$ cat config.mk
export PLATFORM = sky130hd
export DESIGN_NAME = multiword_add_ctrl
export DESIGN_NICKNAME = d
export VERILOG_FILES = /design/src/rtl/add_ctrl_pkg.sv /design/src/rtl/kbit_ripple_slice.sv /design/src/rtl/multiword_add_ctrl.sv
export SDC_FILE = /design/constraint.sdc
export NUM_CORES = 1
export LEC_CHECK = 0
export ABC_AREA = 1
export CAP_MARGIN = 15
export CORE_MARGIN = 2
export CORE_UTILIZATION = 45
export DETAILED_ROUTE_END_ITERATION = 16
export GPL_TIMING_DRIVEN = 0
export PLACE_DENSITY = 0.8
export SLEW_MARGIN = 30
export SYNTH_ARGS = -nofsm -noshare
export SYNTH_HDL_FRONTEND = slang
export SYNTH_SLANG_ARGS = --single-unit
$ cat constraint.sdc
create_clock -name clk -period 2.75 [get_ports clk]
set_input_delay 0.825 -clock clk [delete_from_list [all_inputs] [get_ports clk]]
set_output_delay 0.825 -clock clk [all_outputs]
set_load 0.03 [all_outputs]
$ cat src/rtl/add_ctrl_pkg.sv
`default_nettype none
// ============================================================================
// Module      : add_ctrl_pkg
// Description : Shared state and opcode definitions for the multiword adder.
// Revision    : 1.0
// ============================================================================
package add_ctrl_pkg;

  typedef enum logic [1:0] {
    IDLE = 2'd0,
    RUN  = 2'd1,
    DONE = 2'd2
  } state_t;

  localparam logic OP_ADD = 1'b0;
  localparam logic OP_SUB = 1'b1;

endpackage
`default_nettype wire

$ cat src/rtl/kbit_ripple_slice.sv
`default_nettype none
// ============================================================================
// Module      : kbit_ripple_slice
// Description : Combinational K-bit ripple-carry adder built from full adders.
// Revision    : 1.0
// ============================================================================
module kbit_ripple_slice #(
  parameter int K = 4
) (
  input  logic [K-1:0] a,
  input  logic [K-1:0] b,
  input  logic         cin,
  output logic [K-1:0] sum,
  output logic         cout
);

  logic [K:0] w_c;

  assign w_c[0] = cin;

  generate
    for (genvar g = 0; g < K; g++) begin : g_fa
      assign sum[g]   = a[g] ^ b[g] ^ w_c[g];
      assign w_c[g+1] = (a[g] & b[g]) | (w_c[g] & (a[g] ^ b[g]));
    end
  endgenerate

  assign cout = w_c[K];

endmodule
`default_nettype wire

$ cat src/rtl/multiword_add_ctrl.sv
`default_nettype none
// ============================================================================
// Module      : multiword_add_ctrl
// Description : Word-serial add/subtract of WORDS*K-bit operands on one K-bit
//               ripple slice, with valid/ready request and result handshakes.
// Revision    : 1.0
// ============================================================================
module multiword_add_ctrl
  import add_ctrl_pkg::*;
#(
  parameter int K     = 4,
  parameter int WORDS = 4
) (
  input  logic               clk,
  input  logic               rst,
  input  logic               in_valid,
  output logic               in_ready,
  input  logic [K*WORDS-1:0] op_a,
  input  logic [K*WORDS-1:0] op_b,
  input  logic               sub,
  output logic               out_valid,
  input  logic               out_ready,
  output logic [K*WORDS-1:0] result,
  output logic               cout,
  output logic               ovf
);

  localparam int W    = K * WORDS;
  localparam int IDXW = (WORDS > 1) ? $clog2(WORDS) : 1;
  localparam logic [IDXW-1:0] c_LAST = IDXW'(WORDS - 1);

  state_t          r_state;
  logic [IDXW-1:0] r_idx;
  logic            r_carry;
  logic [W-1:0]    r_a;
  logic [W-1:0]    r_b;

  logic [K-1:0]    w_a_words [WORDS];
  logic [K-1:0]    w_b_words [WORDS];
  logic [K-1:0]    w_slice_a;
  logic [K-1:0]    w_slice_b;
  logic [K-1:0]    w_slice_sum;
  logic            w_slice_cout;

  generate
    for (genvar g = 0; g < WORDS; g++) begin : g_words
      assign w_a_words[g] = r_a[g*K +: K];
      assign w_b_words[g] = r_b[g*K +: K];
    end
  endgenerate

  assign w_slice_a = w_a_words[r_idx];
  assign w_slice_b = w_b_words[r_idx];

  kbit_ripple_slice #(
    .K (K)
  ) u_slice (
    .a    (w_slice_a),
    .b    (w_slice_b),
    .cin  (r_carry),
    .sum  (w_slice_sum),
    .cout (w_slice_cout)
  );

  // Handshake outputs depend on state only, so no input reaches an output.
  assign in_ready  = (r_state == IDLE);
  assign out_valid = (r_state == DONE);

  always_ff @(posedge clk) begin
    if (rst) begin
      r_state <= IDLE;
      r_idx   <= '0;
      r_carry <= 1'b0;
      r_a     <= '0;
      r_b     <= '0;
      result  <= '0;
      cout    <= 1'b0;
      ovf     <= 1'b0;
    end else begin
      case (r_state)
        IDLE: begin
          if (in_valid) begin
            r_a     <= op_a;
            // Subtraction is A + ~B + 1; the +1 enters as the initial carry.
            r_b     <= (sub == OP_SUB) ? ~op_b : op_b;
            r_carry <= sub;
            r_idx   <= '0;
            result  <= '0;
            r_state <= RUN;
          end
        end
        RUN: begin
          for (int i = 0; i < WORDS; i++) begin
            if (r_idx == IDXW'(i)) begin
              result[i*K +: K] <= w_slice_sum;
            end
          end
          r_carry <= w_slice_cout;
          if (r_idx == c_LAST) begin
            cout    <= w_slice_cout;
            ovf     <= (r_a[W-1] == r_b[W-1]) & (w_slice_sum[K-1] != r_a[W-1]);
            r_state <= DONE;
          end else begin
            r_idx <= r_idx + 1'b1;
          end
        end
        DONE: begin
          if (out_ready) begin
            r_state <= IDLE;
          end
        end
        default: r_state <= IDLE;
      endcase
    end
  end

endmodule
`default_nettype wire

==> qor.log <==
[critical_path] critical path launch point type flip-flop
[finish] final design area excluding fillers 0.00353 mm²
[logic_synthesis] fraction of the mapped netlist area in compound gates 0.160
[sta] final worst setup slack -0.0349 ns
[routing] detail-routed net length per standard cell 13.2 µm
[routing] DRT iter0 DRCs 171
[critical_path] top fanout value on the critical path 7
[job] Max Cap Violations 0
[logic_synthesis] net count of the mapped netlist 399
[pwr] Int Pwr 1.41 mW
[placed_design] post-placement worst setup slack -0.394 ns
[clocking] latest clock arrival within the worst-skew pair 0.31 ns
[logic_synthesis] share of cell area taken by muxes after synthesis 0
[placed_design] HPWL after DPL 4.64 mm
[critical_path] destination of the worst register-to-register timing path ovf
[pwr] power density normalized to cell area 575 mW/mm²
[finish] net count of the finished layout 470
[finish] share of post-route cells with drive strength above 1 0.129
[sta] total of endpoints with negative setup slack in the final report 3
[routing] number of design rule violations left after detail routing 0
[sta] maximum clock rate 359 MHz
[logic_synthesis] Simple-Gate Fraction of Synth Area 0.246
[global_routing] maximum number of pins on one net before global-route repair 17
[finish] signed area change from the synthesized netlist to the final layout 34.4%
[clocking] count of hold-fix buffers inserted at cts 0
[logic_synthesis] XOR/XNOR share of the synthesized area 0.0533
[finish] number of diodes added for antenna fixing 0
[clocking] clock tree from TritonCTS built
[status] run status complete, but fails checks
[logic_synthesis] yosys warns 0
[placed_design] final weighted congestion in routability-driven placement 0.905
[floorplan] effective utilization at floorplan 0.471
[pwr] Net Sw Frac 0.307
[floorplan] die span in y 80.4 µm
[pwr] Flop pwr share 0.445
[global_routing] first-pass GRT wire length 10.4 mm
[pwr] Switch Pwr 0.623 mW
[sta] count of pins over their slew limit 0
[logic_synthesis] adder-cell share of the synthesized area 0.0495
[pwr] static leakage 1.43 nW
[logic_synthesis] Yosys top cell area share 0.419
[global_routing] number of antenna violations at the first check in global routing 0
[clocking] Max Root-Sink Buffers 2
[logic_synthesis] register bit total from synthesis 55
[status] failing checks setup timing
[sta] RSZ-0062 raised after global routing yes
[hold_path] endpoint of the worst hold path result[1]
[sta] Worst Skew 0.00390 ns
[sta] number of failing hold endpoints at the final stage 0
[critical_path] kind of critical path reg2reg
[sta] final critical path time including I/O delays and setup 2.78 ns
[pwr] relative contribution of the clock network to total power 0.274
[logic_synthesis] number of unique standard cell types used by synthesis 27
[hold_path] cell depth of the worst min-delay path 2
[logic_synthesis] netlist area before placement 0.00263 mm²
[clocking] H-tree Lvls 2
[logic_synthesis] sequential cell area fraction in the yosys report 0.419
[critical_path] worst endpoint required time 2.96 ns
[global_routing] overall fraction of global-route tracks in use 0.208
[logic_synthesis] leading post-synthesis cells by cell area dfxtp_1 42%, nand2_1 11%, nor2_1 9.9%
[critical_path] Reg2Reg Setup Slack -0.03 ns
[hold_path] class of the tightest hold or removal check reg2reg
[pwr] worst vdd rail ir drop 0.356 mV
[global_routing] total overflow reported by the global router 0
[routing] routed vias 2544
[routing] wire length after detailed routing 6.56 mm
[routing] Via density 5.11
[floorplan] floorplan core area 0.00557 mm²
[floorplan] Die Outline Area 0.00647 mm²
[hold_path] startpoint of the tightest hold check path result[1]
[critical_path] Worst R2R Start r_idx[0]
[sta] period utilization 1.01
[clocking] clock slew seen by the registers of the worst setup and hold paths 0.10 ns
[sta] aggregate negative setup slack -0.0896 ns
[pwr] proportion of power drawn by combinational gates 0.281
[floorplan] width of the die 80.4 µm
[logic_synthesis] main combinational cell family by area after synthesis simple AND/OR/NAND/NOR gates
[critical_path] kind of end point of the critical path flip-flop
[placed_design] cell area after placement 0.00330 mm²
[clocking] Sink Count 55
[logic_synthesis] post-synthesis area per instance 7.42 µm²
[global_routing] via count of the first global-routing pass 2394
[placed_design] Port Buf Inserts 54
[critical_path] Reg2Reg Depth 15
[routing] antenna-violating nets left 0
[floorplan] top-level port count 57
[sta] transition time at the pin with the least slew margin 0.453 ns
[logic_synthesis] synthesized instance count 354
[sta] headroom to the max-slew limit 0.698
[critical_path] arrival time at the worst endpoint 3.00 ns
[routing] first-pass detailed-route iteration total 5
[floorplan] num rows 27
[clocking] number of buffers added by the clock tree synthesis step 5
[clocking] clock tree root buffer cell clkbuf_8
[logic_synthesis] library cell with the largest summed area after synthesis dfxtp_1
registers in the layout, summed over array words and instances, names as in the netlist:
name	flops
r_idx	2
r_b	16
r_carry	1
r_a	16
r_state	2
result	16
cout	1
ovf	1
power by group through the flow:
stage / combinational [mW] / clock [mW] / sequential (mW)
final: 0.572 / 0.556 / 0.904
after global routing: 0.629 / 0.586 / 0.911
after CTS: 0.560 / 0.556 / 0.903
after detailed placement: 0.527 / 0 / 0.916
after global placement: 0.517 / 0 / 0.913
after floorplan: 0.317 / 0 / 0.947
kinds of logic (layout without fill, tap and decap cells):
group | after synthesis | count (layout)
AND/OR/NAND/NOR | 159 | 159
buffers and inverters | 37 | 109
XOR/XNOR | 16 | 16
flip-flops | 55 | 55
AO/OA/AOI/OAI | 79 | 79
adder cells (fa/ha/maj) | 8 | 8
metrics by stage:
stage	cells	utilization	power [mW]	hold WS [ns]
after floorplan	354	-	1.26	0.440
after global placement	480	0.591	1.43	0.449
after detailed placement	480	0.591	1.44	0.452
after CTS	497	0.630	2.02	0.467
after global routing	498	0.634	2.13	0.478
final	498	0.634	2.03	0.465
cells in the final DEF (no fill, tap or decap), types with 2 or more instances in the layout:
cell and count:
nand2_1 76, fa_2 4, nand3_1 3, dfxtp_1 53, o22a_1 5, inv_1 12
nor2_1 65, clkbuf_8 7, clkbuf_2 2, dfxtp_4 2, clkbuf_1 6, nand2_4 2
ha_1 4, buf_4 16, buf_6 3, nand2_2 2, inv_2 3, a21oi_1 34
xor2_1 16, nor2_4 4, o21ai_0 34, nand3b_1 4, clkdlybuf4s50_1 54, o22ai_1 2
nor2_2 3
cell usage after synthesis:
master,number
a21oi_1,35
a22oi_1,1
a31oi_1,1
buf_2,1
buf_4,6
buf_6,3
clkbuf_1,7
clkbuf_2,2
clkinv_1,1
dfxtp_1,55
fa_1,4
ha_1,4
inv_1,14
inv_2,2
inv_4,1
nand2_1,77
nand2_2,1
nand2_4,2
nand3_1,3
nand3b_1,4
nor2_1,69
nor2_2,2
nor2_4,1
o21ai_0,35
o22a_1,5
o22ai_1,2
xor2_1,16
cell type report:
cell class                      count  area, µm²
Buffer                             18        135
Clock buffer                        6       82.6
Clock inverter                      2       35.0
Fill cell                         487       2040
Inverter                           18       82.6
Multi-Input combinational cell    262       1380
Sequential cell                    55       1110
Tap cell                           72       90.1
Timing Repair Buffer               65        621
timing repair:
item / in CTS / in global routing
setup buffers: 10 / 1
hold endpoints to repair: 0 / 0
setup endpoints to repair: 11 / 5
pin swaps: 3 / 6
cloned: 0 / 0
resized for setup: 15 / 6
routing by layer:
layer | up-vias | GRT usage | wire length (µm)
met5 | - | 0 | 0
met4 | 0 | 0.0746 | 72
met3 | 9 | 0.0393 | 399
met2 | 84 | 0.363 | 3180
met1 | 1176 | 0.256 | 2900
li1 | 1275 | - | -
worst max-delay path, stage by stage, from the launching register on:
cell	delay (ns)
dfxtp_4	0.40
inv_8	0.07
buf_8	0.12
nor2_4	0.03
o22a_1	0.22
fa_2	0.36
fa_2	0.34
inv_2	0.06
fa_2	0.18
inv_2	0.04
fa_2	0.58
nor2_1	0.05
nand2_1	0.05
nand2_1	0.04
nor2_1	0.08
nor2_1	0.05
how the worst max path moves through the flow:
| stage | start | endpoint | cells after the start |
|---|---|---|---|
| after CTS | r_idx[0] | ovf | 15 |
| after global routing | r_idx[0] | ovf | 15 |
| after global placement | r_idx[1] | result[11] | 12 |
| final | r_idx[0] | ovf | 15 |
| after detailed placement | r_idx[1] | result[11] | 12 |
| after floorplan | r_idx[0] | ovf | 16 |
Power figures use the tool's default switching activity.
